--- src/rtl/pwm_pkg.sv ---
// pwm_pkg: shared constants and helpers for the PWM controller.
//   DUTY_W      - width of the duty_cycle request (duty = duty_cycle/256)
//   clog2_min1  - minimum counter width able to hold value-1, never below 1
package pwm_pkg;

  localparam int DUTY_W = 8;

  function automatic int clog2_min1(input int value);
    int w;
    w = 0;
    for (int i = 0; i < 32; i++) begin
      if ((64'd1 << w) < 64'(value)) w = w + 1;
    end
    return (w < 1) ? 1 : w;
  endfunction

endpackage : pwm_pkg

--- src/rtl/pwm_controller_if.sv ---
// pwm_controller_if: control/output bundle of the PWM controller.
//   enable     - runs the PWM when 1; output low and counter held at 0 when 0
//   duty_cycle - requested duty as unsigned fraction duty_cycle/256
//   pwm_out    - registered PWM waveform
// Handshake: none; enable and duty_cycle are level signals sampled on every
// rising clk edge, pwm_out is a registered level with one cycle of latency.
interface pwm_controller_if;
  import pwm_pkg::*;

  logic              enable;
  logic [DUTY_W-1:0] duty_cycle;
  logic              pwm_out;

  modport master (output enable, output duty_cycle, input pwm_out);
  modport slave  (input enable, input duty_cycle, output pwm_out);

endinterface : pwm_controller_if

--- src/rtl/pwm_period_counter.sv ---
// pwm_period_counter: free-running period counter 0..PERIOD-1.
//   clk, rst   - clock, asynchronous active-high reset
//   i_enable   - counts when 1, cleared to 0 on every clk when 0
//   o_count    - current counter value
//   o_zero     - high while the counter is 0 (period boundary)
module pwm_period_counter #(
  parameter int PERIOD = 10,
  parameter int CW     = 4
) (
  input  logic          clk,
  input  logic          rst,
  input  logic          i_enable,
  output logic [CW-1:0] o_count,
  output logic          o_zero
);

  logic [CW-1:0] r_count;
  logic          w_terminal;

  assign w_terminal = (r_count == CW'(PERIOD - 1));

  always_ff @(posedge clk or posedge rst) begin
    if (rst) begin
      r_count <= '0;
    end else if (!i_enable || w_terminal) begin
      r_count <= '0;
    end else begin
      r_count <= r_count + 1'b1;
    end
  end

  assign o_count = r_count;
  assign o_zero  = (r_count == '0);

endmodule : pwm_period_counter

--- src/rtl/pwm_controller.sv ---
// pwm_controller: fixed-frequency PWM generator.
//   clk, rst     - clock, asynchronous active-high reset
//   bus          - slave side of pwm_controller_if (enable, duty_cycle, pwm_out)
//   o_dbg_count  - period counter value, for observation
// PERIOD = CLK_FREQ/PWM_FREQ cycles; each period holds exactly
// floor(duty*PERIOD/256) high cycles followed by the remaining low cycles.
module pwm_controller
  import pwm_pkg::*;
#(
  parameter int CLK_FREQ = 50_000_000,
  parameter int PWM_FREQ = 1_000,
  localparam int PERIOD  = CLK_FREQ / PWM_FREQ,
  localparam int CW      = clog2_min1(PERIOD)
) (
  input  logic             clk,
  input  logic             rst,
  pwm_controller_if.slave  bus,
  output logic [CW-1:0]    o_dbg_count
);

  localparam int PW = DUTY_W + CW;

  if (PERIOD < 2) begin : g_bad_period
    $error("pwm_controller: CLK_FREQ/PWM_FREQ must be at least 2");
  end

  logic [CW-1:0]     w_count;
  logic              w_zero;
  logic [DUTY_W-1:0] r_duty_shadow;
  logic [DUTY_W-1:0] w_duty_eff;
  logic [PW-1:0]     w_product;
  logic [CW-1:0]     w_threshold;
  logic              r_pwm;

  pwm_period_counter #(
    .PERIOD (PERIOD),
    .CW     (CW)
  ) u_counter (
    .clk      (clk),
    .rst      (rst),
    .i_enable (bus.enable),
    .o_count  (w_count),
    .o_zero   (w_zero)
  );

  // Duty is captured at every counter-0 cycle and held for the rest of the
  // period, so a mid-period change only shows up at the next boundary.
  always_ff @(posedge clk or posedge rst) begin
    if (rst) begin
      r_duty_shadow <= '0;
    end else if (w_zero) begin
      r_duty_shadow <= bus.duty_cycle;
    end
  end

  // On the counter-0 cycle itself the live duty is used (it is the value
  // being loaded into the shadow), so the whole period, including its first
  // cycle, runs on a single duty value and no mixed-duty pulse can appear.
  assign w_duty_eff = w_zero ? bus.duty_cycle : r_duty_shadow;

  // duty*PERIOD < 256*2^CW, so PW bits hold the full product; dropping the
  // low DUTY_W bits is the divide by 256. The result is always < PERIOD.
  assign w_product   = PW'(w_duty_eff) * PW'(PERIOD);
  assign w_threshold = w_product[PW-1:DUTY_W];

  always_ff @(posedge clk or posedge rst) begin
    if (rst) begin
      r_pwm <= 1'b0;
    end else if (!bus.enable) begin
      r_pwm <= 1'b0;
    end else begin
      r_pwm <= (w_count < w_threshold);
    end
  end

  assign bus.pwm_out = r_pwm;
  assign o_dbg_count = w_count;

endmodule : pwm_controller

--- src/flat_wrapper.sv ---
// flat-port wrapper written by rule: the top's interface ports become plain ports
module pwm_controller_flat import pwm_pkg::*;
#(
  parameter int CLK_FREQ = 50_000_000,
  parameter int PWM_FREQ = 1_000,
  localparam int PERIOD  = CLK_FREQ / PWM_FREQ,
  localparam int CW      = clog2_min1(PERIOD)
)
  (clk, rst, o_dbg_count, bus_enable, bus_duty_cycle, bus_pwm_out);
  pwm_controller_if bus_i ();
  input  logic clk;
  input  logic rst;
  output logic [CW-1:0] o_dbg_count;
  input wire logic [$bits(bus_i.enable)-1:0] bus_enable;
  input wire logic [$bits(bus_i.duty_cycle)-1:0] bus_duty_cycle;
  output wire logic [$bits(bus_i.pwm_out)-1:0] bus_pwm_out;
  assign bus_i.enable = bus_enable;
  assign bus_i.duty_cycle = bus_duty_cycle;
  assign bus_pwm_out = bus_i.pwm_out;
  pwm_controller #(.CLK_FREQ(CLK_FREQ), .PWM_FREQ(PWM_FREQ)) u_core (.clk(clk), .rst(rst), .bus(bus_i), .o_dbg_count(o_dbg_count));
endmodule
--- config.mk ---
export PLATFORM = sky130hd
export DESIGN_NAME = pwm_controller_flat
export DESIGN_NICKNAME = d
export VERILOG_FILES = /design/src/rtl/pwm_pkg.sv /design/src/rtl/pwm_controller_if.sv /design/src/rtl/pwm_period_counter.sv /design/src/rtl/pwm_controller.sv /design/src/flat_wrapper.sv
export SDC_FILE = /design/constraint.sdc
export NUM_CORES = 1
export LEC_CHECK = 0
export ABC_AREA = 1
export BUFFER_PORTS_ARGS = -buffer_cell sky130_fd_sc_hd__clkbuf_2
export CORE_ASPECT_RATIO = 0.8
export CORE_MARGIN = 1.5
export CORE_UTILIZATION = 39
export CTS_BUF_LIST = sky130_fd_sc_hd__clkbuf_8
export CTS_CLUSTER_DIAMETER = 60
export DETAILED_ROUTE_END_ITERATION = 8
export GPL_TIMING_DRIVEN = 0
export HOLD_SLACK_MARGIN = 0.06
export PLACE_DENSITY = 0.58
export RECOVER_POWER = 100
export SLEW_MARGIN = 20
export SYNTH_ARGS = -nofsm -noshare
export SYNTH_HDL_FRONTEND = slang
export SYNTH_SLANG_ARGS = --single-unit
export TNS_END_PERCENT = 1
--- constraint.sdc ---
create_clock -name clk -period 13.2 [get_ports clk]
set_input_delay 0 -clock clk [delete_from_list [all_inputs] [get_ports clk]]
set_output_delay 0 -clock clk [all_outputs]
set_load 0.02 [all_outputs]
# Word-level counts from Yosys, hierarchy flattened
# Index checks and enable logic that the tools add are counted.
[totals] register_bits=25 inputBits=11 word_cells=13
[classes] reduce_logical=3 n_lt_le_gt_ge=1 mul=1 muxes=3 addsub=1 n_eq_ne=1
[op_table] operator="$mul 8x12->20 const B" n=1
[op_table] operator="$add 16x1->16 const B" n=1
[op_table] operator="$eq 16x16->1 const B" n=1
[op_table] operator="$logic_not 16->1" n=1
[op_table] operator="$lt 16x16->1" n=1
[op_table] operator="$mux 16" n=1
[op_table] operator="$mux 8" n=1
[op_table] operator="$logic_not 1->1" n=1
[op_table] operator="$logic_or 1x1->1" n=1
[op_table] operator="$mux 1" n=1

# Logic depth before layout (Yosys ltp)
[logic_depth] ltp_word=5 mapped_depth=35 ltp_nobuf=34

# Hierarchy
# Synthesis repeated with hierarchy kept, for this count alone.
[hier_totals] hier_cells=422 area_unflattened_um2=3223.1
[by_module_without_submodules] mod="pwm_controller" cells_each=298 area_each_um2=2278.4 instances=1 seq_area_each_um2=225.2
[by_module_without_submodules] mod="pwm_period_counter" cells_each=124 area_each_um2=944.7 instances=1 seq_area_each_um2=400.4

# Worst setup path after synthesis
# OpenSTA, ideal clock, no wires.
[synth_path] path_kind="reg2reg" startpoint="register u_core.u_counter.r_count[0], in the netlist u_core.u_counter.o_count[0]" endpoint="register u_core.r_pwm, in the netlist u_core.bus.pwm_out" setup_slack_ns=8.446 n_path_buf=1 stages_incl_launch_ff=30 setup_ns=0.077 t_required_ns=13.123 arrival_ns=4.677 path_cell_list="dfrtp_1 -> inv_1 -> ha_1 -> nand3_1 -> nor2_4 -> nand2_2 -> buf_6 -> o21ai_1 -> inv_1 -> ha_1 -> ha_1 -> inv_1 -> fa_1 -> inv_1 -> fa_1 -> ha_1 -> nand3_1 -> nand3_1 -> nand2_1 -> nand2_1 -> nand2_1 -> nand2_1 -> nand2_1 -> nand2_1 -> ha_1 -> nand2_1 -> nand3b_1 -> a31oi_1 -> nand2_1 -> a21oi_1"
[synth_via] elab_chain_len=5
[synth_lines] item="start, declared" line="pwm_period_counter.sv:17" text="logic [CW-1:0] r_count;"
[synth_lines] item="start signal, assigned" line="pwm_period_counter.sv:28" text="r_count <= r_count + 1'b1;"
[synth_lines] item="$logic_not 16->1" line="pwm_period_counter.sv:33" text="assign o_zero = (r_count == '0);"
[synth_lines] item="$mux 8" line="pwm_controller.sv:59" text="assign w_duty_eff = w_zero ? bus.duty_cycle : r_duty_shadow;"
[synth_lines] item="via u_core.w_duty_eff[2]" line="pwm_controller.sv:30" text="logic [DUTY_W-1:0] w_duty_eff;"
[synth_lines] item="$mul 8x12->20" line="pwm_controller.sv:63" text="assign w_product = PW'(w_duty_eff) * PW'(PERIOD);"
[synth_lines] item="$lt 16x16->1" line="pwm_controller.sv:72" text="r_pwm <= (w_count < w_threshold);"
[synth_lines] item="$mux 1" line="pwm_controller.sv:69" text="end else if (!bus.enable) begin"
[synth_lines] item="end signal, assigned" line="pwm_controller.sv:72"
[synth_lines] item="end, declared" line="pwm_controller.sv:33" text="logic r_pwm;"
# The timed path passes the listed nets, and every way through them passes these cells.

# Worst setup path in the final report
# Ends and elaborated chain as after synthesis.

==> impl_metrics.py <==
metrics = {
    "outcome": {
        "status": "finished, final reports clean",
    },
    "worst_setup_path": {
        "cpMaxStageDelayCell": "fa_1",
        "reg2regPathDepth": 29,
        "cp.required_ns": 13.41,
        "arrival_ns": 5.96,
        "crit_fanout": 10,
        "cp-start-kind": "register",
        "crit_top_cell": "nand2_1",
        "critPathKind": "register to register",
        "critPathMaxStageDelay_ns": 0.49,
        "endpoint_kind": "register",
    },
    "clocking": {
        "clk_pin_slew_ns": 0.10,
        "clockRootBuffer": "clkbuf_8",
        "cts_buffers": 3,
        "post_cts_resized": 0,
        "htree_levels": 1,
        "post_cts_buffers": 0,
        "cts_num_sinks": 25,
        "clockBufferDepth": 2,
        "cts_tree": "built",
        "clk-insertion-delay-late_ns": 0.28,
        "hold_buffers": 5,
    },
    "finish": {
        "fin_area_um2": 3620,
        "multiInputGateArea_um2": 2390,
        "nFillCells": 838,
        "diodes": 0,
        "final_layout_size_suffix_gt1_share_pct": 4.90,
        "layout.cells.non_filler": 598,
        "regArea_um2": 626,
        "areaGrowthSynthToFinish_pct": 9.33,
        "nets": 581,
    },
    "grt": {
        "grt_pass1_wl_um": 12700,
        "grt_use_met2_pct": 24.9,
        "grt_usage_pct": 17.6,
        "grt_use_met3_pct": 1.46,
        "grt_max_degree": 26,
        "use_met1_pct": 28.6,
        "grt_pass1_vias": 2605,
        "grt_overflow": 0,
        "grt-busiest-layer": "met1",
        "grt_antenna_before_repair": 0,
    },
    "yosys": {
        "synth_common_cells": "130 x nand2_1, 68 x ha_1, 66 x inv_1",
        "yosys.area.top_type": "ha_1",
        "synth_async_sr_flop_share_pct": 100,
        "synth_top_area_share_pct": 25.7,
        "synth.avg_cell_area_um2": 7.29,
        "syn_area_um2": 3310,
        "synth_ff_type": "dfrtp_1",
        "yosys.cell_types.count": 29,
        "ys_warn_count": 0,
        "synth_nets": 544,
        "syn_inst": 454,
        "yosysMostFrequentCell": "nand2_1",
        "ys_ff_latch": 25,
        "synth_edf_count": 0,
        "yosysSeqAreaShare_pct": 18.9,
        "synth_area_leaders": "ha_1 26%, dfrtp_1 19%, nand2_1 15%, inv_1 7.5%, fa_1 6.6%",
    },
    "place": {
        "place_congestion": 0.902,
        "dp_slack_ns": 7.81,
        "placed_area_um2": 3580,
        "portBuffers": 27,
        "dpl.cell_count": 589,
        "dp_hpwl_um": 6340,
    },
    "die": {
        "fp.dieH_um": 85.4,
        "ios": 28,
        "placementRows": 29,
        "die-area_um2": 9060,
        "die_x_um": 106,
        "design.core.area_um2": 8090,
        "initial_utilization_pct": 40.9,
    },
    "hold_path": {
        "worstHoldPathType": "input pin to register",
        "holdPathStages": 3,
    },
    "route": {
        "drt_iter0_drc": 114,
        "drcViolationCount": 0,
        "drtPass1Iterations": 4,
        "wl_um": 7490,
        "ant_nets": 0,
        "wl_per_cell_um": 12.5,
        "vias": 2826,
        "viasPerCell": 4.73,
    },
    "power_and_ir_drop": {
        "ir_worst_vdd_mv": 0.122,
        "p_leak_nw": 2.02,
        "power_per_cell_area_nw_per_um2": 248,
        "total_power_uw": 898,
    },
    "sta": {
        "timing.final.crit_share_pct": 43.6,
        "tns_ns": 0,
        "clock.fmax_mhz": 174,
        "rsz0062_at_grt": "no",
        "finalSetupViolCount": 0,
        "worst_pin_slew_ns": 1.06,
        "postLayoutSetupSlackWorst_ns": 7.45,
        "maxSlewViolCount": 0,
        "hold_violations": 0,
        "min_period_ns": 5.75,
        "relSlewSlack_pct": 28.9,
        "fin_skew_ns": 0.00620,
    },
    "job": {
        "drv_cap": 0,
    },
}
==> worst max-delay path: cells and delay by family (launching register included) <==
family	cells	cell delay, ns
DFF	1	0.46
buffers and inverters	5	0.63
and+or+nand+nor	14	1.53
adders and majority gates	7	2.47
AOI/OAI and AO/OA	3	0.56
==> placed cells by master, fill, tap and decap left out <==
cell type and count:
a21o_1 1, a21oi_1 17, a31oi_1 1, and2_1 3, clkbuf_1 19, clkbuf_2 10
clkbuf_8 3, clkinv_1 1, clkinvlp_2 1, dfrtp_1 25, dlygate4sd3_1 5, fa_1 11
ha_1 68, inv_1 65, inv_6 1, nand2_1 130, nand2_2 2, nand2_4 2
nand3_1 27, nand3b_1 9, nand4_1 4, nor2_1 45, nor2_2 2, nor2_4 1
nor3_1 12, nor3_2 1, o21a_1 1, o21ai_0 6, or2_2 1, xnor2_1 7
xor2_1 9
==> per-layer routing <==
layer  routed length [µm]  vias up
met3                  287        6
li1                     -     1531
met1                 4160     1243
met2                 2960       46
met5                    0        -
met4                   82        0
==> report_power, final <==
part           internal (mW)  total [mW]  leakage, nW  switching [mW]
logic                  0.303       0.763         1.67           0.460
clock network         0.0222      0.0508       0.0261          0.0286
registers             0.0821      0.0848        0.327         0.00266
==> final cells by class <==
cell class | count | share of cell area (%)
plain buffers | 2 | 0.207
clock buffers | 3 | 1.14
clock inverters | 1 | 0.242
inverters | 67 | 6.98
multi-input cells | 360 | 65.9
flip-flops and latches | 25 | 17.3
well taps | 108 | 3.73
repair buffers | 32 | 4.53
==> logic make-up (layout without fill, tap and decap cells) <==
| logic type | count (synthesis) | after routing | synth area share, % |
|---|---|---|---|
| AND/OR/NAND/NOR | 239 | 239 | 31.7 |
| adder cells (fa/ha/maj) | 79 | 79 | 32.3 |
| buffers and inverters | 69 | 105 | 8.31 |
| AO/OA/AOI/OAI | 26 | 26 | 4.57 |
| flip-flops | 25 | 25 | 18.9 |
| XOR/XNOR | 16 | 16 | 4.23 |
==> sequential cells by signal (all words and copies together) (netlist names) <==
signal                    count
u_core.u_counter.o_count     16
u_core.r_duty_shadow          8
u_core.bus.pwm_out            1
==> metrics by stage <==
stage | utilization (%) | hold WS, ns
floorplan | - | 0.0273
global placement | 44.3 | 0.259
detailed placement | 44.3 | 0.271
CTS | 45.5 | 0.0708
global route | 44.8 | 0.199
finish | 44.8 | 0.141
==> worst paths after layout <==
| check | startpoint | to | slack (ns) |
|---|---|---|---|
| setup / recovery | u_core.u_counter.o_count[0] | u_core.bus.pwm_out | 7.45 |
| hold / removal | bus_duty_cycle[2] | u_core.r_duty_shadow[2] | 0.14 |
| setup reg to reg | u_core.u_counter.o_count[0] | u_core.bus.pwm_out | 7.45 |
| hold reg to reg | u_core.r_duty_shadow[4] | u_core.r_duty_shadow[4] | 0.51 |
| max in group asynchronous | rst | u_core.r_duty_shadow[7] | 12.42 |
| min in group asynchronous | rst | u_core.u_counter.o_count[2] | 0.34 |
(Power assumes the default switching activity.)
